===== src/rtl/instr_fetch.sv =====
// -----------------------------------------------------------------------------
// instr_fetch
//
// Fetch stage that sits in front of pc_update. It holds the architectural fetch
// PC and reads the instruction memory over a read/waitrequest handshake. Each
// returned word is buffered with its PC+4 in a 2-entry queue, and the queue head
// is handed to decode/pc_update with valid/ready flow control. Redirects from
// pc_update take effect on the fetch after the one in flight, which gives the
// MIPS delay slot. Fetching to HALT_ADDR stops the stage.
//
// Ports:
//   clk               system clock, rising edge
//   reset             asynchronous, active-low reset
//   clk_enable        global advance enable; low freezes every register
//   pc_next[31:0]     redirect target from pc_update
//   pc_next_valid     pc_next applies to the next fetch
//   instr_address     instruction memory word address (current fetch PC)
//   instr_read        read request, held while instr_waitrequest is high
//   instr_waitrequest memory stall
//   instr_readdata    returned word, taken when instr_read && !instr_waitrequest
//   instruction       queue head word
//   pc4               queue head fetch address + 4
//   instr_valid       queue non-empty
//   instr_ready       consumer takes the head this cycle
//   active            high until the halt address is reached
//
// Optional build macro FETCH_PERF_CTR_EN adds fetch_count[31:0] and
// stall_count[31:0], both saturating performance counters.
// -----------------------------------------------------------------------------
module instr_fetch #(
  parameter logic [31:0] RESET_VECTOR = 32'hBFC00000,
  parameter logic [31:0] HALT_ADDR    = 32'h00000000,
  parameter int          QDEPTH       = 2
) (
  input  logic        clk,
  input  logic        reset,
  input  logic        clk_enable,
  input  logic [31:0] pc_next,
  input  logic        pc_next_valid,
  output logic [31:0] instr_address,
  output logic        instr_read,
  input  logic        instr_waitrequest,
  input  logic [31:0] instr_readdata,
  output logic [31:0] instruction,
  output logic [31:0] pc4,
  output logic        instr_valid,
  input  logic        instr_ready,
`ifdef FETCH_PERF_CTR_EN
  output logic [31:0] fetch_count,
  output logic [31:0] stall_count,
`endif
  output logic        active
);

  // Queue is only built for two entries; QDEPTH sets the full threshold.
  localparam logic [1:0] QFULL = 2'(QDEPTH);

  typedef enum logic [1:0] {
    S_REQ    = 2'd0,
    S_WAIT   = 2'd1,
    S_HALTED = 2'd2
  } state_e;

  state_e      state_q, state_d;
  logic [31:0] pc_q, pc_d;
  logic [31:0] redir_q, redir_d;
  logic        pend_q, pend_d;
  logic        read_q, read_d;
  logic        active_q, active_d;
  logic        valid_q, valid_d;
  logic        head_q, head_d;
  logic        tail_q, tail_d;
  logic [1:0]  count_q, count_d;
  logic [31:0] qw_q [2];
  logic [31:0] qw_d [2];
  logic [31:0] qp_q [2];
  logic [31:0] qp_d [2];

  logic        push_s;
  logic        pop_s;
  logic [31:0] seq_pc4_s;
  logic [31:0] next_fetch_s;

  // Next-state, queue and redirect bookkeeping; everything holds when clk_enable is low.
  always_comb begin
    state_d   = state_q;
    pc_d      = pc_q;
    redir_d   = redir_q;
    pend_d    = pend_q;
    head_d    = head_q;
    tail_d    = tail_q;
    count_d   = count_q;
    qw_d      = qw_q;
    qp_d      = qp_q;
    push_s    = 1'b0;
    pop_s     = 1'b0;
    seq_pc4_s = pc_q + 32'd4;

    // A redirect seen in the completing cycle is the latest one, so it wins
    // over any older pending redirect.
    if (pc_next_valid) begin
      next_fetch_s = {pc_next[31:2], 2'b00};
    end else if (pend_q) begin
      next_fetch_s = redir_q;
    end else begin
      next_fetch_s = seq_pc4_s;
    end

    if (clk_enable) begin
      if (pc_next_valid) begin
        redir_d = {pc_next[31:2], 2'b00};
        pend_d  = 1'b1;
      end else begin
        redir_d = redir_q;
        pend_d  = pend_q;
      end

      pop_s = instr_ready && (count_q != 2'd0);

      case (state_q)
        S_REQ: begin
          if (pc_q == HALT_ADDR) begin
            state_d = S_HALTED;
          end else if (count_q < QFULL) begin
            state_d = S_WAIT;
          end else begin
            state_d = S_REQ;
          end
        end
        S_WAIT: begin
          if (!instr_waitrequest) begin
            push_s  = 1'b1;
            pc_d    = next_fetch_s;
            pend_d  = 1'b0;
            state_d = S_REQ;
          end else begin
            state_d = S_WAIT;
          end
        end
        S_HALTED: begin
          state_d = S_HALTED;
        end
        default: begin
          state_d = S_REQ;
        end
      endcase

      // Issue only happens with count < 2 and count cannot grow while the read
      // is outstanding, so a push never meets a full queue.
      if (push_s) begin
        qw_d[tail_q] = instr_readdata;
        qp_d[tail_q] = seq_pc4_s;
        tail_d       = ~tail_q;
      end else begin
        tail_d = tail_q;
      end

      if (pop_s) begin
        head_d = ~head_q;
      end else begin
        head_d = head_q;
      end

      case ({push_s, pop_s})
        2'b10:   count_d = count_q + 2'd1;
        2'b01:   count_d = count_q - 2'd1;
        default: count_d = count_q;
      endcase
    end else begin
      state_d = state_q;
    end

    // Outputs are registered from the next state so they change on the edge.
    read_d   = (state_d == S_WAIT);
    active_d = (state_d != S_HALTED);
    valid_d  = (count_d != 2'd0);
  end

  // State, PC, redirect and queue registers.
  always_ff @(posedge clk or negedge reset) begin
    if (!reset) begin
      state_q  <= S_REQ;
      pc_q     <= RESET_VECTOR;
      redir_q  <= 32'd0;
      pend_q   <= 1'b0;
      read_q   <= 1'b0;
      active_q <= 1'b1;
      valid_q  <= 1'b0;
      head_q   <= 1'b0;
      tail_q   <= 1'b0;
      count_q  <= 2'd0;
      for (int i = 0; i < 2; i++) begin
        qw_q[i] <= 32'd0;
        qp_q[i] <= 32'd0;
      end
    end else begin
      state_q  <= state_d;
      pc_q     <= pc_d;
      redir_q  <= redir_d;
      pend_q   <= pend_d;
      read_q   <= read_d;
      active_q <= active_d;
      valid_q  <= valid_d;
      head_q   <= head_d;
      tail_q   <= tail_d;
      count_q  <= count_d;
      for (int i = 0; i < 2; i++) begin
        qw_q[i] <= qw_d[i];
        qp_q[i] <= qp_d[i];
      end
    end
  end

  assign instr_address = pc_q;
  assign instr_read    = read_q;
  assign instruction   = qw_q[head_q];
  assign pc4           = qp_q[head_q];
  assign instr_valid   = valid_q;
  assign active        = active_q;

`ifdef FETCH_PERF_CTR_EN
  logic [31:0] fetch_cnt_q, fetch_cnt_d;
  logic [31:0] stall_cnt_q, stall_cnt_d;
  logic        stall_s;

  function automatic logic [31:0] sat_inc(input logic [31:0] v, input logic inc);
    if (inc && (v != 32'hFFFFFFFF)) begin
      return v + 32'd1;
    end else begin
      return v;
    end
  endfunction

  // Counter updates: stalls are memory waits or a REQ blocked by a full queue.
  always_comb begin
    stall_s     = 1'b0;
    fetch_cnt_d = fetch_cnt_q;
    stall_cnt_d = stall_cnt_q;
    if (clk_enable) begin
      stall_s = (read_q && instr_waitrequest) ||
                ((state_q == S_REQ) && (pc_q != HALT_ADDR) && (count_q >= QFULL));
      fetch_cnt_d = sat_inc(fetch_cnt_q, push_s);
      stall_cnt_d = sat_inc(stall_cnt_q, stall_s);
    end else begin
      fetch_cnt_d = fetch_cnt_q;
      stall_cnt_d = stall_cnt_q;
    end
  end

  // Performance counter registers.
  always_ff @(posedge clk or negedge reset) begin
    if (!reset) begin
      fetch_cnt_q <= 32'd0;
      stall_cnt_q <= 32'd0;
    end else begin
      fetch_cnt_q <= fetch_cnt_d;
      stall_cnt_q <= stall_cnt_d;
    end
  end

  assign fetch_count = fetch_cnt_q;
  assign stall_count = stall_cnt_q;
`endif

endmodule


===== config.mk =====
export PLATFORM = sky130hd
export DESIGN_NAME = instr_fetch
export DESIGN_NICKNAME = d
export VERILOG_FILES = /design/src/rtl/instr_fetch.sv
export SDC_FILE = /design/constraint.sdc
export NUM_CORES = 1
export LEC_CHECK = 0
export ABC_CLOCK_PERIOD_IN_PS = 1700
export CAP_MARGIN = 0
export CORE_ASPECT_RATIO = 0.8
export CORE_UTILIZATION = 48
export DETAILED_ROUTE_END_ITERATION = 6
export PLACE_DENSITY = 0.84
export SYNTH_ARGS = -nofsm -noshare
export SYNTH_HDL_FRONTEND = slang
export SYNTH_SLANG_ARGS = --single-unit

===== constraint.sdc =====
create_clock -name clk -period 1.7 [get_ports clk]
set_input_delay 0.34 -clock clk [delete_from_list [all_inputs] [get_ports clk]]
set_output_delay 0.34 -clock clk [all_outputs]
set_load 0.03 [all_outputs]

==> results.md, run 1 <==
Detailed routing:
- The detail route stage leaves a number of antenna-violating nets equal to 0.
- The routed via count divided by cell count is 6.19.
- The number of detailed-route iterations in the first pass is 6.
- The routed layout has 8667 vias.
- The final wirelength is 35.6 mm.
- In the routed design, unresolved DRC markers number 0.
- The routed wire length per instance is 25.4 µm.
- The initial DRC count is 946.

Power:
- The maximum vdd ir drop is 0.946 mV.
- The share of total power dissipated in the clock network is 14.8%.
- The net switching power figure is 12.5 mW.
- The switching fraction of total power is 43.9%.
- The power per cell area is 1940 nW/µm².
- For this design the static power due to leakage is 6.35 nW.
- The part of the power in combinational logic is 56.5%.
- The internal power of the cells is 16.0 mW.
- In this run, flip-flops and latches consume 28.8% of the power.

CTS:
- The clock tree from TritonCTS is yes.
- The clock reaches the later pin of the worst-skew pair after 0.46 ns.
- The number of clock buffers added by TritonCTS is 17.
- The H-tree was split into 4 levels.
- The root cell of the clock tree is sky130_fd_sc_hd__clkbuf_16.
- Counting along the longest clock path gives a buffer depth of 2.
- Clock tree synthesis found a total of 194 sinks.
- The CTS clock-pin slew for the worst setup and hold paths is 0.08 ns.

Timing:
- The number of pins exceeding their max-slew limit in the final report is 0.
- Setup violations remaining at the end of the flow were counted as 215.
- The period utilization is 125%.
- The maximum frequency from static timing analysis is 472 MHz.
- In the final timing run, aggregate negative setup slack is -34.24 ns.
- The post-route clock skew is 0.0169 ns.
- In this run the tightest slew margin relative to its limit is 63.6%.
- Setup repair after global routing could not meet its margin everywhere.
- The count of endpoints failing hold in the final timing report was 0.
- The time the worst path needs with I/O delays and setup is 2.12 ns.
- Across all hold checks on the routed design, the worst slack comes to 0.359 ns.
- For the pin with the worst max-slew slack, the measured transition is 0.545 ns.
- After layout, the worst setup slack is -0.420 ns.

Global route:
- Entering global routing, the biggest net connects 55 pins.
- The global-route wire length before repair is 43.6 mm.
- The number of antenna violations at the first check in global routing came to 0.
- The via count of the first global-routing pass came to 8036.
- In the global route stage, overall resource usage came out at 28.7%.
- Global routing finished with a remaining overflow of 0.

Cells and area:
- After routing the design area is 14700 µm².
- Leaving out fill and tap cells, the most frequent cells in the layout are 167 x sky130_fd_sc_hd__dfrtp_1, 141 x sky130_fd_sc_hd__buf_4, 130 x sky130_fd_sc_hd__mux2_2.
- The final net count is 1203.
- The growth of design area from synthesis to finish is 57.0%.
- The library cell used most frequently in the layout, excluding fill and tap cells, is sky130_fd_sc_hd__dfrtp_1.
- The fraction of final layout cells with drive strength greater than 1 is 55.6%.
- The repair_antennas step left the layout with diodes totalling 0.
- Once layout is complete, the utilization of the core stands at 77.1%.

Setup path:
- Data on the critical path is required at its endpoint by 1.36 ns.
- Along the worst path, the maximum fanout reaches 20.
- The kind of start point of the critical path is a flip-flop.
- The category of the worst setup path capture point is a primary output.
- The data arrival time at the worst-slack endpoint is 1.78 ns.
- The category of the critical setup timing path is flip-flop to primary output.

Floorplan:
- The placeable core region is 19000 µm².
- The die span in x is 158 µm.
- The starting density of the core is 49.1%.
- The chip height is 127 µm.
- The die outline area is 20000 µm².
- The top-level I/O count is 169.
- Row generation in the floorplan step produced 45 rows.

Placement:
- The placed cell area is 12200 µm².
- The pre-CTS setup slack is -0.378 ns.
- At the end of routability-driven placement, the weighted congestion stood at 0.890.
- The wire-length estimate of the detail-placed layout is 18.2 mm.
- Input and output buffers added on the ports amount to 162.

Yosys:
- The fraction of post-synthesis cell area in the top cell type by area is 49.3%.
- The synthesized netlist cell count is 819.
- The post-synthesis async set-or-reset flop share is 100%.
- By area the synthesized netlist is led by sky130_fd_sc_hd__dfrtp_1 49%, sky130_fd_sc_hd__mux2_2 19%, sky130_fd_sc_hd__a21oi_1 3.0%.
- Among all flip-flop cells after synthesis, the most frequent one is sky130_fd_sc_hd__dfrtp_1.
- Synthesis inferred 194 register bits.
- Summing every instance area after synthesis gives 9340 µm².
- The count of different cell masters after synthesis is 55.
- The number of flops mapped to enable cells by yosys is 0.
- The synthesized area per cell is 11.4 µm².
- The number of synthesis warnings is 0.
- The biggest area contributor in the post-synthesis netlist is sky130_fd_sc_hd__dfrtp_1.
- The sequential fraction of the synthesis area is 52.1%.

Run status:
- The checks that failed: negative setup slack.
- The flow ran to the end, but the final reports show violations.

Job:
- The count of maximum capacitance violations is 0.

Worst hold path:
- The path class of the tightest hold or removal check is input port to asynchronous set/reset pin.
## final timing paths
kind,startpoint,end,slack [ns],depth (start not counted)
worst max register to register,instr_address[3]$_DFFE_PN0P_,instr_address[12]$_DFFE_PN0P_,-0.30,8
max in group asynchronous,reset,instr_address[7]$_DFFE_PN0P_,0.66,3
worst max-delay path,head_q$_DFFE_PN0P_,pc4[13],-0.42,4
worst min register to register,qp_q[22]$_DFFE_PN0P_,qp_q[22]$_DFFE_PN0P_,0.49,2
min in group clk,qp_q[22]$_DFFE_PN0P_,qp_q[22]$_DFFE_PN0P_,0.49,2
worst min-delay path,reset,instr_valid$_DFF_PN0_,0.36,2
## sequential cells by signal (all words and copies together), names as in the netlist
signal	count
qw_q	64
qp_q	60
instr_address	30
redir_q	30
count_q	2
state_q	2
active	1
head_q	1
instr_read	1
instr_valid	1
pend_q	1
tail_q	1
## cells by family after synthesis
family / after synthesis / synth area share (%)
multiplexers: 160 / 19.3
other: 1 / 0.0401
AO/OA/AOI/OAI: 173 / 11.3
flip-flops: 194 / 52.1
adder cells (fa/ha/maj): 3 / 0.402
AND/OR/NAND/NOR: 180 / 10.3
XOR/XNOR: 33 / 3.09
buffers and inverters: 75 / 3.48
## area by class of cell
cell class	count	area, µm²
clock buffers	17	425
well taps	258	323
flip-flops and latches	194	4890
multi-input cells	555	5160
repair buffers	353	3660
fillers	1046	4360
inverters	9	33.8
clock inverters	15	176
## layer usage
layer  vias to the layer above  share of wire [%]  GRT usage, %
met5                         -                  0             0
met4                         0                6.4          9.79
met3                       193                9.8          6.83
met2                       635                 46          46.5
met1                      4272                 37          37.9
li1                       3567                  -             -
## critical path, stage by stage, from the launching register on
cell and delay (ns):
sky130_fd_sc_hd__dfrtp_2 0.42, sky130_fd_sc_hd__buf_12 0.19, sky130_fd_sc_hd__buf_6 0.15, sky130_fd_sc_hd__mux2_2 0.36, sky130_fd_sc_hd__buf_4 0.18
## per-stage QoR
stage                     power (mW)  instances
after CTS                       25.9       1359
after global routing            29.4       1401
after floorplan                 15.8        822
after detailed placement        21.3       1304
after global placement          20.9       1304
final                           28.5       1401
## Yosys cell counts, types with 10 or more instances
library cell	number
sky130_fd_sc_hd__a21oi_1	56
sky130_fd_sc_hd__buf_2	14
sky130_fd_sc_hd__clkbuf_1	40
sky130_fd_sc_hd__dfrtp_1	184
sky130_fd_sc_hd__dfstp_2	10
sky130_fd_sc_hd__mux2_2	158
sky130_fd_sc_hd__nand2_1	58
sky130_fd_sc_hd__nand3_1	10
sky130_fd_sc_hd__nor2_1	62
sky130_fd_sc_hd__o21ai_0	51
sky130_fd_sc_hd__o21ai_1	10
sky130_fd_sc_hd__o2bb2ai_1	16
sky130_fd_sc_hd__xnor2_1	24
## power by group through the flow
stage,Combinational [mW],Sequential [mW],Clock [mW]
floorplan,7.36,8.41,0
global placement,13.1,7.73,0
detailed placement,13.4,7.89,0
CTS,13.9,7.84,4.14
global route,16.7,8.32,4.43
finish,16.1,8.20,4.21
## what timing repair did
action | CTS | global route
setup endpoints to repair | 154 | 193
pin swaps | 53 | 75
cloned | 1 | 15
resized for setup | 317 | 186
endpoints found under the hold margin | 29 | 0
hold buffers | 1 | 0
buffers inserted | 23 | 30
Power figures use the tool's default switching activity.
==> run 2, diff against run 1 <==
--- a/config.mk
+++ b/config.mk
@@ -11,6 +11,7 @@
 export CORE_UTILIZATION = 48
 export DETAILED_ROUTE_END_ITERATION = 6
 export PLACE_DENSITY = 0.84
+export RECOVER_POWER = 25
 export SYNTH_ARGS = -nofsm -noshare
 export SYNTH_HDL_FRONTEND = slang
 export SYNTH_SLANG_ARGS = --single-unit
==> results.md, run 2 (same netlist as run 1, synthesis figures left out) <==
Timing:
- At the pin with the least slew margin, the transition time is 1.12 ns.
- The worst-case headroom to the max-slew limit is 25.6%.
- The maximum frequency from static timing analysis is 471 MHz.
- Setup repair after global routing could not meet its margin everywhere.
- Counting I/O delays and the setup requirement, the final critical path takes 2.12 ns.
- In the final timing run, aggregate negative setup slack is -34.23 ns.
- The count of endpoints failing hold in the final timing report came to 0.
- The setup-violating endpoint count in the final report is 213.
- The worst-case hold slack is 0.490 ns.
- Of the available clock period, the critical path in the final layout requires 125%.
- The number of pins exceeding their max-slew limit in the final report came to 0.
- On the final layout, the worst clock skew is 0.0162 ns.
- Setup slack on the critical path of the routed design comes to -0.424 ns.

Power:
- The analysis attributes to cell leakage a power of 6.35 nW.
- The maximum vdd ir drop is 0.947 mV.
- For this design the ratio of total power to cell area is 1950 nW/µm².

Setup path:
- Data on the critical path arrives at its endpoint at 1.78 ns.
- The category of the worst setup path capture point is a primary output.
- The critical path required time is 1.36 ns.
- The kind of start point of the critical path is a flip-flop.
- Of all nets on the critical path, the largest fanout is 20.
- The category of the critical setup timing path is flip-flop to primary output.

Cells and area:
- The area growth from synthesis to layout is 56.7%.
- The final net count is 1203.
- The largest registers in the layout are qw_q: 64 flops, qp_q: 60 flops.
- The register with the most flip-flops in the layout has 64 of them.
- In the final layout, the share of cells above drive strength 1 is 55.6%.
- Ranked by flip-flop count, first place goes to qw_q.
- The repair_antennas step left the layout with diodes totalling 0.
- In the final layout, flip-flops and latches occupy 4890 µm².
- The multi-input combinational cells in the finished layout cover a total of 5160 µm².
- In the layout the commonest cells are 167 x sky130_fd_sc_hd__dfrtp_1, 140 x sky130_fd_sc_hd__buf_4, 130 x sky130_fd_sc_hd__mux2_2.
- The library cell used most frequently in the layout, excluding fill and tap cells, is sky130_fd_sc_hd__dfrtp_1.
- The number of filler instances in the final layout is 1051.

CTS:
- The largest buffer count on any clock path is 2.
- The number of H-tree branching levels is 4.
- Clock tree synthesis inserted a total of 17 buffers.
- TritonCTS built the clock tree.
- The tree is rooted in a sky130_fd_sc_hd__clkbuf_16.
- The clock latency on the worst-skew pair is 0.46 ns.
- After clock tree synthesis, the clock-pin slew on the worst setup and hold paths is 0.08 ns.
- The clock drives 194 sinks.

Worst hold path:
- In this run the worst hold path is classified as flip-flop to flip-flop.

Run status:
- The flow ran to the end, but the final reports show violations.
- The checks that failed: negative setup slack.

Global route:
- The largest net degree at the start of global routing is 55.
- The global routing usage summed across all routing layers is 28.7%.
- The number of antenna violations at the first check in global routing came to 0.
- The via count of the first global-routing pass came to 8036.
- The global-route wire length before repair is 43.6 mm.
- The remaining global-route overflow is 0.

Floorplan:
- The chip height is 127 µm.
- The floorplan has 45 rows.
- Pin placement for this block handled 169 I/O pins.
- The floorplan step defined a die boundary enclosing 20000 µm².
- The die span in x is 158 µm.
- The starting density of the core is 49.1%.
- The placeable core region is 19000 µm².

Placement:
- The final RePlAce weighted congestion is 0.890.
- The pre-CTS setup slack is -0.378 ns.
- After legalization and detailed placement, the total HPWL measured 18.2 mm.
- The count of port buffers added during placement is 162.

Job:
- The tool flagged a number of max-cap violations equal to 0.

Detailed routing:
- The first routing iteration left 930 violations.
- The DRC violation count after routing is 0.
- The routed via count divided by cell count is 6.18.
- Detailed routing inserted a total of 8653 vias.
- In the final routed layout, each cell accounts on average for 25.4 µm.
- Wires add up to 35.6 mm.
- The count of antenna-violating nets left after detailed routing is 0.
- The number of detailed-route iterations in the first pass is 5.
run 2: cell count changes in the layout (fill, tap and decap cells not counted), sizes merged:
cell    before  now
buf        224  223
clkbuf      31   32
run 2: repair_timing:
item                                   4_1_cts  5_1_grt
pin swaps                                   53       75
setup endpoints to repair                  154      193
gates resized for setup                    317      186
gates cloned                                 1       15
hold buffers                                 1        0
endpoints found under the hold margin       29        0
buffers inserted                            23       30
run 2: area by class of cell:
cell class	count	area share (%)
Clock buffer	17	2.90
Multi-Input combinational cell	555	35.2
Clock inverter	15	1.20
Sequential cell	194	33.4
Timing Repair Buffer	353	24.9
Inverter	9	0.231
Tap cell	258	2.20
run 2: routing by layer:
| layer | vias up | track usage (%) | part of all wire, % |
|---|---|---|---|
| li1 | 3566 | - | - |
| met1 | 4293 | 37.9 | 37 |
| met2 | 618 | 46.5 | 47 |
| met3 | 176 | 6.83 | 9.8 |
| met4 | 0 | 9.79 | 6.0 |
| met5 | - | 0 | 0 |
run 2: stage by stage:
step | util, % | std cells | cell area (µm²) | total power, mW
2_1_floorplan | - | 822 | 9500 | 15.8
3_3_place_gp | 63.9 | 1304 | 12200 | 20.9
3_5_place_dp | 63.9 | 1304 | 12200 | 21.3
4_1_cts | 70.4 | 1359 | 13400 | 25.9
5_1_grt | 77.0 | 1401 | 14600 | 29.4
6_report | 77.0 | 1401 | 14600 | 28.5
run 2: final timing paths:
check / from / to / slack, ns / cells after the start
max: head_q$_DFFE_PN0P_ / pc4[2] / -0.42 / 4
min: qp_q[22]$_DFFE_PN0P_ / qp_q[22]$_DFFE_PN0P_ / 0.49 / 2
max reg2reg: instr_address[3]$_DFFE_PN0P_ / instr_address[12]$_DFFE_PN0P_ / -0.30 / 8
min reg2reg: qp_q[22]$_DFFE_PN0P_ / qp_q[22]$_DFFE_PN0P_ / 0.49 / 2
max in group asynchronous: reset / instr_address[7]$_DFFE_PN0P_ / 0.12 / 3
min in group asynchronous: reset / instr_valid$_DFF_PN0_ / 0.63 / 2
run 2: worst max-delay path, stage by stage (launching register included):
cell and delay [ns]:
sky130_fd_sc_hd__dfrtp_2 0.43, sky130_fd_sc_hd__buf_12 0.20, sky130_fd_sc_hd__buf_6 0.15, sky130_fd_sc_hd__mux2_2 0.36
sky130_fd_sc_hd__buf_4 0.18
run 2: power by group:
part           internal (mW)  switching (mW)
Combinational           7.31            8.80
Sequential              6.68            1.52
Clock                   2.01            2.18
